[src/rtl/dmem_arb_pkg.sv]
// dmem_arb_pkg: shared encodings and defaults for the data-memory arbiter
package dmem_arb_pkg;
    localparam int ADDR_W_DEF = 10;
    localparam int DATA_W_DEF = 32;
    typedef enum logic {
        OWN_CORE = 1'b0,
        OWN_DBG  = 1'b1
    } owner_t;
    typedef enum logic [1:0] {
        NORMAL  = 2'd0,
        LOCKING = 2'd1,
        LOCKED  = 2'd2
    } state_t;
endpackage

[src/rtl/rr_arb2.sv]
// rr_arb2: two-requester round-robin picker, bit 0 = core, bit 1 = debug
module rr_arb2
    import dmem_arb_pkg::*;
(
    input  logic [1:0] req,
    input  logic [1:0] eligible,
    input  owner_t     last,
    output logic [1:0] gnt,
    output owner_t     owner
);
    logic [1:0] cand;
    assign cand = req & eligible;
    always_comb begin
        owner = (cand == 2'b11) ? ((last == OWN_CORE) ? OWN_DBG : OWN_CORE)
              : (cand[1] ? OWN_DBG : OWN_CORE);
        gnt   = (cand == 2'b00) ? 2'b00 : ((owner == OWN_DBG) ? 2'b10 : 2'b01);
    end
endmodule

[src/rtl/dmem_arbiter.sv]
// dmem_arbiter: shares one data-memory port between the core and a debug/loader port,
// round-robin, with a debug lock that drains core loads before acknowledging.
module dmem_arbiter
    import dmem_arb_pkg::*;
#(
    parameter int ADDR_W = ADDR_W_DEF,
    parameter int DATA_W = DATA_W_DEF
) (
    input  logic                clk,
    input  logic                reset,
    input  logic                core_req,
    input  logic                core_we,
    input  logic [ADDR_W-1:0]   core_addr,
    input  logic [DATA_W-1:0]   core_wdata,
    input  logic [DATA_W/8-1:0] core_be,
    output logic                core_gnt,
    output logic                core_rvalid,
    output logic [DATA_W-1:0]   core_rdata,
    input  logic                dbg_req,
    input  logic                dbg_we,
    input  logic [ADDR_W-1:0]   dbg_addr,
    input  logic [DATA_W-1:0]   dbg_wdata,
    input  logic [DATA_W/8-1:0] dbg_be,
    output logic                dbg_gnt,
    output logic                dbg_rvalid,
    output logic [DATA_W-1:0]   dbg_rdata,
    input  logic                dbg_lock,
    output logic                lock_ack,
    output logic                mem_en,
    output logic                mem_we,
    output logic [DATA_W/8-1:0] mem_be,
    output logic [ADDR_W-1:0]   mem_addr,
    output logic [DATA_W-1:0]   mem_wdata,
    input  logic [DATA_W-1:0]   mem_rdata
);
    state_t     state, state_nxt;
    owner_t     last_owner, rd_owner, gnt_owner;
    logic       rd_pend;
    logic [1:0] gnt, eligible;

    rr_arb2 u_arb (
        .req      ({dbg_req, core_req}),
        .eligible (eligible),
        .last     (last_owner),
        .gnt      (gnt),
        .owner    (gnt_owner)
    );

    always_ff @(posedge clk or posedge reset) begin
        if (reset) state <= NORMAL;
        else       state <= state_nxt;
    end

    // Leaving LOCKING only needs the core's read to be gone; a debug read may still be in flight.
    always_comb begin
        state_nxt = (state == NORMAL) ? (dbg_lock ? LOCKING : NORMAL)
                  : !dbg_lock ? NORMAL
                  : (state == LOCKING && (!rd_pend || rd_owner == OWN_DBG)) ? LOCKED
                  : state;
    end

    always_comb begin
        lock_ack = (state == LOCKED) && dbg_lock;
        eligible = {!reset, !reset && state == NORMAL && !dbg_lock};
    end

    always_ff @(posedge clk or posedge reset) begin
        if (reset) begin
            last_owner <= OWN_DBG;
            rd_owner   <= OWN_CORE;
            rd_pend    <= 1'b0;
        end else begin
            rd_pend <= mem_en && !mem_we;
            if (mem_en) begin
                last_owner <= gnt_owner;
                rd_owner   <= gnt_owner;
            end
        end
    end

    always_comb begin
        core_gnt    = gnt[0];
        dbg_gnt     = gnt[1];
        mem_en      = |gnt;
        mem_we      = gnt[1] ? dbg_we    : (gnt[0] ? core_we    : 1'b0);
        mem_be      = gnt[1] ? dbg_be    : (gnt[0] ? core_be    : '0);
        mem_addr    = gnt[1] ? dbg_addr  : (gnt[0] ? core_addr  : '0);
        mem_wdata   = gnt[1] ? dbg_wdata : (gnt[0] ? core_wdata : '0);
        core_rvalid = rd_pend && rd_owner == OWN_CORE;
        dbg_rvalid  = rd_pend && rd_owner == OWN_DBG;
        core_rdata  = core_rvalid ? mem_rdata : '0;
        dbg_rdata   = dbg_rvalid  ? mem_rdata : '0;
    end
endmodule
[config.mk]
export PLATFORM = sky130hd
export DESIGN_NAME = dmem_arbiter
export DESIGN_NICKNAME = d
export VERILOG_FILES = /design/src/rtl/dmem_arb_pkg.sv /design/src/rtl/rr_arb2.sv /design/src/rtl/dmem_arbiter.sv
export SDC_FILE = /design/constraint.sdc
export NUM_CORES = 1
export LEC_CHECK = 0
export CORE_ASPECT_RATIO = 0.5
export CORE_MARGIN = 10
export CORE_UTILIZATION = 19
export DETAILED_ROUTE_END_ITERATION = 7
export PLACE_DENSITY = 0.86
export SLEW_MARGIN = 40
export SYNTH_ARGS = -nofsm -noshare
export SYNTH_HDL_FRONTEND = slang
export SYNTH_SLANG_ARGS = --single-unit
[constraint.sdc]
create_clock -name clk -period 1.9 [get_ports clk]
set_input_delay 0.285 -clock clk [delete_from_list [all_inputs] [get_ports clk]]
set_output_delay 0.285 -clock clk [all_outputs]
set_load 0.02 [all_outputs]
==> flow_summary_export.csv <==
group,metric,value,unit
sta,setup_tns,-10.13,ns
setup_path,crit_chain,"nor4b_4 > buf_4 > o211a_4 > buf_12 > a22o_1 > buf_6",
finish,drive_gt1_share,20.3,%
clock_network,clk_pin_slew,0.03,ns
global_routing,grt_max_degree,35,
synth,yosysMostFrequentCell,"a22o_1",
placed_design,port_buffers,247,
sta,max_freq,464,MHz
global_routing,grt_antenna_before_repair,0,
synth,synth_enable_flop_cells,0,
synth,async_flop_share,100,%
placed_design,globalplace.congestion,0.839,
route,wirelength,10.8,mm
die,start_util,19.5,%
setup_path,startpoint_type,"register",
synth,synth_top_area_share,35.8,%
sta,rsz0062_at_grt,"true",
setup_path,crit_slowest_cell,"dfrtp_1",
sta,period_needed,2.15,ns
power,power_density,356,nW/um2
global_routing,grt_pass1_wl,15.3,mm
route,drt_iter0_markers,147,
synth,ys.warnings.count,0,
route,first_pass_iters,4,
route,drc,0,
route,wire_per_inst,21.7,um
hold_path,worstHoldPathType,"input pin to async pin",
clock_network,clock-root-buffer,"clkbuf_16",
placed_design,place_area,3800,um2
synth,ys_ff_latch,5,
placed_design,hpwl,8.58,mm
global_routing,grt.overflow.total,0,
route,ant_nets,0,
run_status,status,"finished, violations left",
sta,setup_ws,-0.254,ns
synth,synth_nets,289,
synth,synthTopCellsByCount,"48 x a22o_1, 33 x and2_1, 32 x and3_1",
clock_network,cts_tree,"built",
power,power,0.00150,W
setup_path,r2r-start,"state[1]",
global_routing,grt_pass1_vias,2590,
clock_network,clk_latency,0.23,ns
finish,diodes,0,
clock_network,h-tree-depth,1,
setup_path,critPathMaxStageDelay,0.42,ns
setup_path,crit_start,"state[1]",
setup_path,cp.required,1.62,ns
setup_path,crit_fanout,13,
die,die_w,131,um
synth,ys_seq_area_share,10.8,%
finish,area_growth,260,%
job,cap_viol_max_count,0,
synth,syn_inst,158,
die,rows,20,
die,core-area,6030,um2
clock_network,cts_hold_buffers,0,
clock_network,clock_sinks,5,
die,die_h,75.6,um
finish,utilization,70.1,%
synth,yosys.cell_types.count,19,
setup_path,critPathCaptureType,"output pin",
power,p_leak,2.49,nW
sta,skew,0.000398,ns
setup_path,cp.arrival,1.87,ns
clock_network,cts_buffers,3,
sta,relSlewSlack,82.4,%
route,avgViaCountPerCell,4.70,
synth,yosys-top-cells-area,"a22o_1 36%, and2_1 18%, and3_1 17%, dfrtp_1 8.5%, clkbuf_1 3.8%",
setup_path,critPathKind,"register to output pin",
route,vias,2353,
synth,avgSynthCellArea,7.43,um2
sta,period_share,113,%
finish,final_area,4230,um2
run_status,violations,"negative setup slack",
sta,setup_violations,48,
synth,synth_ff_type,"dfrtp_1",
sta,final-hold-violation-count,0,
synth,syn_area,1170,um2
sta,tightest_slew,0.265,ns
finish,n_fill_cell,464,
finish,nets,545,
synth,yosysTopAreaCell,"a22o_1",
die,die_area,9910,um2
clock_network,cts_buffer_depth,2,
die,ios,248,
power,ir_worst_vdd,0.273,mV
global_routing,gr-usage-all-layers,19.4,%
sta,slew_viol_final,0,
-- layout make-up --
class                   count  area [um2]  area share (%)
repair buffers            270        2910            68.8
multi-input cells         129         986            23.3
flip-flops and latches      5         126            2.99
well taps                  88         110            2.60
clock buffers               4        78.8            1.86
inverters                   5        18.8           0.444
-- layer usage --
metal / share of wire (%) / track usage, % / vias up / wire length (um)
li1: - / - / 1110 / -
met2: 57 / 40.2 / 126 / 6160
met1: 36 / 20.4 / 1109 / 3930
met3: 6.0 / 4.01 / 8 / 651
met5: 0 / 0 / - / 0
met4: 0.96 / 3.09 / 0 / 104
-- report_power, final --
part	leakage (nW)	internal (W)	switching, W
Combinational	2.39	0.000584	0.000428
Clock	0.0382	0.000278	0.0000718
Sequential	0.0595	0.000123	0.0000186
Total	2.49	0.000986	0.000518
-- final timing paths --
| check | endpoint | slack (ns) | depth (start not counted) |
|---|---|---|---|
| max | mem_wdata[15] | -0.25 | 6 |
| max in group asynchronous | last_owner | 1.17 | 3 |
| max reg2reg | rd_pend | 0.29 | 6 |
| min reg2reg | last_owner | 0.58 | 2 |
| min | rd_pend | 0.53 | 3 |
| min in group clk | last_owner | 0.58 | 2 |
-- logic make-up (layout without fill, tap and decap cells) --
kind of cell,after synthesis,count (layout),synth area share [%]
AOI/OAI and AO/OA,54,54,39.8
DFF,5,5,10.8
and+or+nand+nor,75,75,40.5
buffers and inverters,24,279,8.96
-- repair_timing --
item,4_1_cts,5_1_grt
setup endpoints to repair,117,74
buffers inserted,4,1
gates cloned,5,1
resized for setup,351,33
pin swaps,44,3
hold endpoints to repair,0,0
-- worst max-delay path, delay by kind of cell, from the launching register on --
family          cells  cell delay (ns)
compound gates      2             0.44
flops               1             0.42
simple gates        1             0.30
buf+inv             3             0.45
-- placed cells by master (no fill, tap or decap), drive strengths merged --
master         count
a211oi             1
a21oi              1
a22o              48
a31oi              1
and2              33
and3              32
buf               72
clkbuf             5
clkdlybuf4s15      2
clkdlybuf4s50    128
dfrtp              4
dfstp              1
dlygate4sd2       41
dlymetal6s2s      26
inv                5
nor2               5
nor2b              3
nor3b              1
nor4b              1
o211a              1
o21a               1
o21ai              1
-- through the flow --
stage | worst slack [ns] | hold WS [ns] | std cells
detailed placement | -0.780 | 0.571 | 486
CTS | -0.249 | 0.523 | 499
floorplan | 0.110 | 0.0791 | 158
finish | -0.254 | 0.528 | 501
global placement | -0.779 | 0.522 | 486
global route | -0.307 | 0.557 | 501
-- sequential cells by signal, indices dropped and copies added, names as in the netlist --
name	count
state	2
last_owner	1
rd_owner	1
rd_pend	1
Note: power is estimated with default switching activity, not from simulation.
==> variant (same flow settings) <==
Set the package constant `ADDR_W_DEF` to 11 (it was 10).
--- a/src/rtl/dmem_arb_pkg.sv
+++ b/src/rtl/dmem_arb_pkg.sv
@@ -1,6 +1,6 @@
 // dmem_arb_pkg: shared encodings and defaults for the data-memory arbiter
 package dmem_arb_pkg;
-    localparam int ADDR_W_DEF = 10;
+    localparam int ADDR_W_DEF = 11;
     localparam int DATA_W_DEF = 32;
     typedef enum logic {
         OWN_CORE = 1'b0,
Ports: changed (resized core_addr, dbg_addr and mem_addr); port bits go from 248 to 251. The function was not compared with the original's and may differ.
==> variant against the unedited design <==
The run still ends with negative setup slack left; worst setup slack improved by 75 ps; power shrank 1.5%; design area shrank 0.83%; wire length is 2.5% lower; first-iteration DRC count is 30% lower; cell count is 2.6% higher; global-route usage decreased by 0.66 points; sequential cell count did not move; register-to-register slack improved by 70 ps; area after synthesis is 1.7% higher; via count is 1.2% lower; largest cell class unchanged.
==> variant: results (changes against the unedited design) <==
- The highest ir drop seen on vdd is 0.203 mV (-26%).
- The worst setup timing slack at the placement stage is -804 ps (-23.6 ps).
- The number of global-route vias before repair is 2519 (-2.7%).
- The flow ran to the end, but the final reports show violations.
- In the synthesized netlist, the cells that appear most often are 49 x a22o_1, 33 x and2_1, 32 x and3_1.
- The post-layout worst setup margin came to -178 ps (+75.4 ps).
- The share of synthesized area occupied by flip-flops and latches is 0.106 (-0.00181).
- The final setup skew is 2.90 ps (+2.50 ps).
- The number of instances in the synthesized netlist was 160 (+1.3%).
- The met3 track demand over resource is 0.0500 (+0.00987).
- The checks that failed: negative setup slack.
- The number of placed cells counting well taps is 495 (+1.9%).
- The peak fanout along the critical path is 10 (-3).
- The average via count per standard cell is 4.52 (-3.7%).
- The met1 global-route usage is 0.180 (-0.0241).
- The weighted congestion reported at the end of routability-driven placement is 0.821 (-2.1%).
- The routed length on met3 is 578 um (-11%).
- The total leakage power came to 2.32 nW (-6.6%).
- The total global routing track utilization is 0.187 (-0.00659).
- The worst hold-check slack was 541 ps (+13.0 ps).
- Ranked by total cell area, the synthesized netlist is headed by a22o_1 36%, and2_1 17%, and3_1 17%.
- The total of endpoints with negative setup slack in the final report came to 49 (+2.1%).
- The post-route setup TNS is -6960 ps (+3170 ps).
- The HPWL after detailed placement is 8570 um (about the same).
- The number of buffer cells added on primary ports was 250 (+1.2%).
- The instance area at placement is 3890 um2 (+2.4%).
- The final net count was 559 (+2.6%).
- The number of antenna violations at the first check in global routing is 1 (+1).
- The reported net switching power is 0.000504 W (-2.7%).
- The wire length per cell after detailed routing is 20.6 um (-5.0%).
- The fraction of met2 tracks used by global routing is 0.384 (-0.0179).
- The wire length on met1 is 3860 um (-1.8%).
- The number of cells in the finished layout apart from fillers is 514 (+2.6%).
==> variant: layout make-up <==
cell class,instances,area (um2)
fill,508,1890
timing repair buffer,281,2870
tap,88,110
clock buffer,4,78.8
sequential,5,128
antenna,1,2.50
multi-input combinational,130,986
inverter,5,18.8
==> variant: power by group through the flow <==
stage	registers (W)	clock network [W]	logic [W]
after floorplan	0.000139	0	0.000344
after global placement	0.000141	0	0.000924
after detailed placement	0.000141	0	0.000942
after CTS	0.000142	0.000350	0.000937
after global routing	0.000144	0.000361	0.00104
final	0.000143	0.000348	0.000991
==> variant: cells by family (layout without fill, tap and decap cells) <==
group	Yosys count	after routing	synth area share
buffers and inverters	25	290	0.0975
AO/OA/AOI/OAI	55	55	0.398
AND/OR/NAND/NOR	75	75	0.398
other	0	1	0
flip-flops	5	5	0.106
==> variant: metrics by stage <==
| step | total power (W) | util |
|---|---|---|
| floorplan | 0.000483 | - |
| global placement | 0.00106 | 0.640 |
| detailed placement | 0.00108 | 0.640 |
| CTS | 0.00143 | 0.650 |
| global route | 0.00155 | 0.690 |
| finish | 0.00148 | 0.690 |
==> variant: critical path, delay by kind of cell, from the launching register on <==
family,cells,cell delay (ps)
compound gates,2,320
buf+inv,4,550
flops,1,410
simple gates,1,280
==> variant: what timing repair did <==
item,in CTS,in global routing
cloned,2,2
endpoints found under the hold margin,0,0
pin swaps,17,8
endpoints found under the setup margin,117,62
resized for setup,323,74
setup buffers,9,5
hold buffers,0,0
==> variant: final timing paths <==
path / from / end / cells past startpoint
hold / removal: reset / state[1] / 3
setup / recovery: state[1] / mem_wdata[30] / 7
hold reg to reg: state[1] / state[1] / 1
min in group clk: state[1] / state[1] / 1
setup reg to reg: state[1] / rd_owner / 7
max in group asynchronous: reset / last_owner / 3
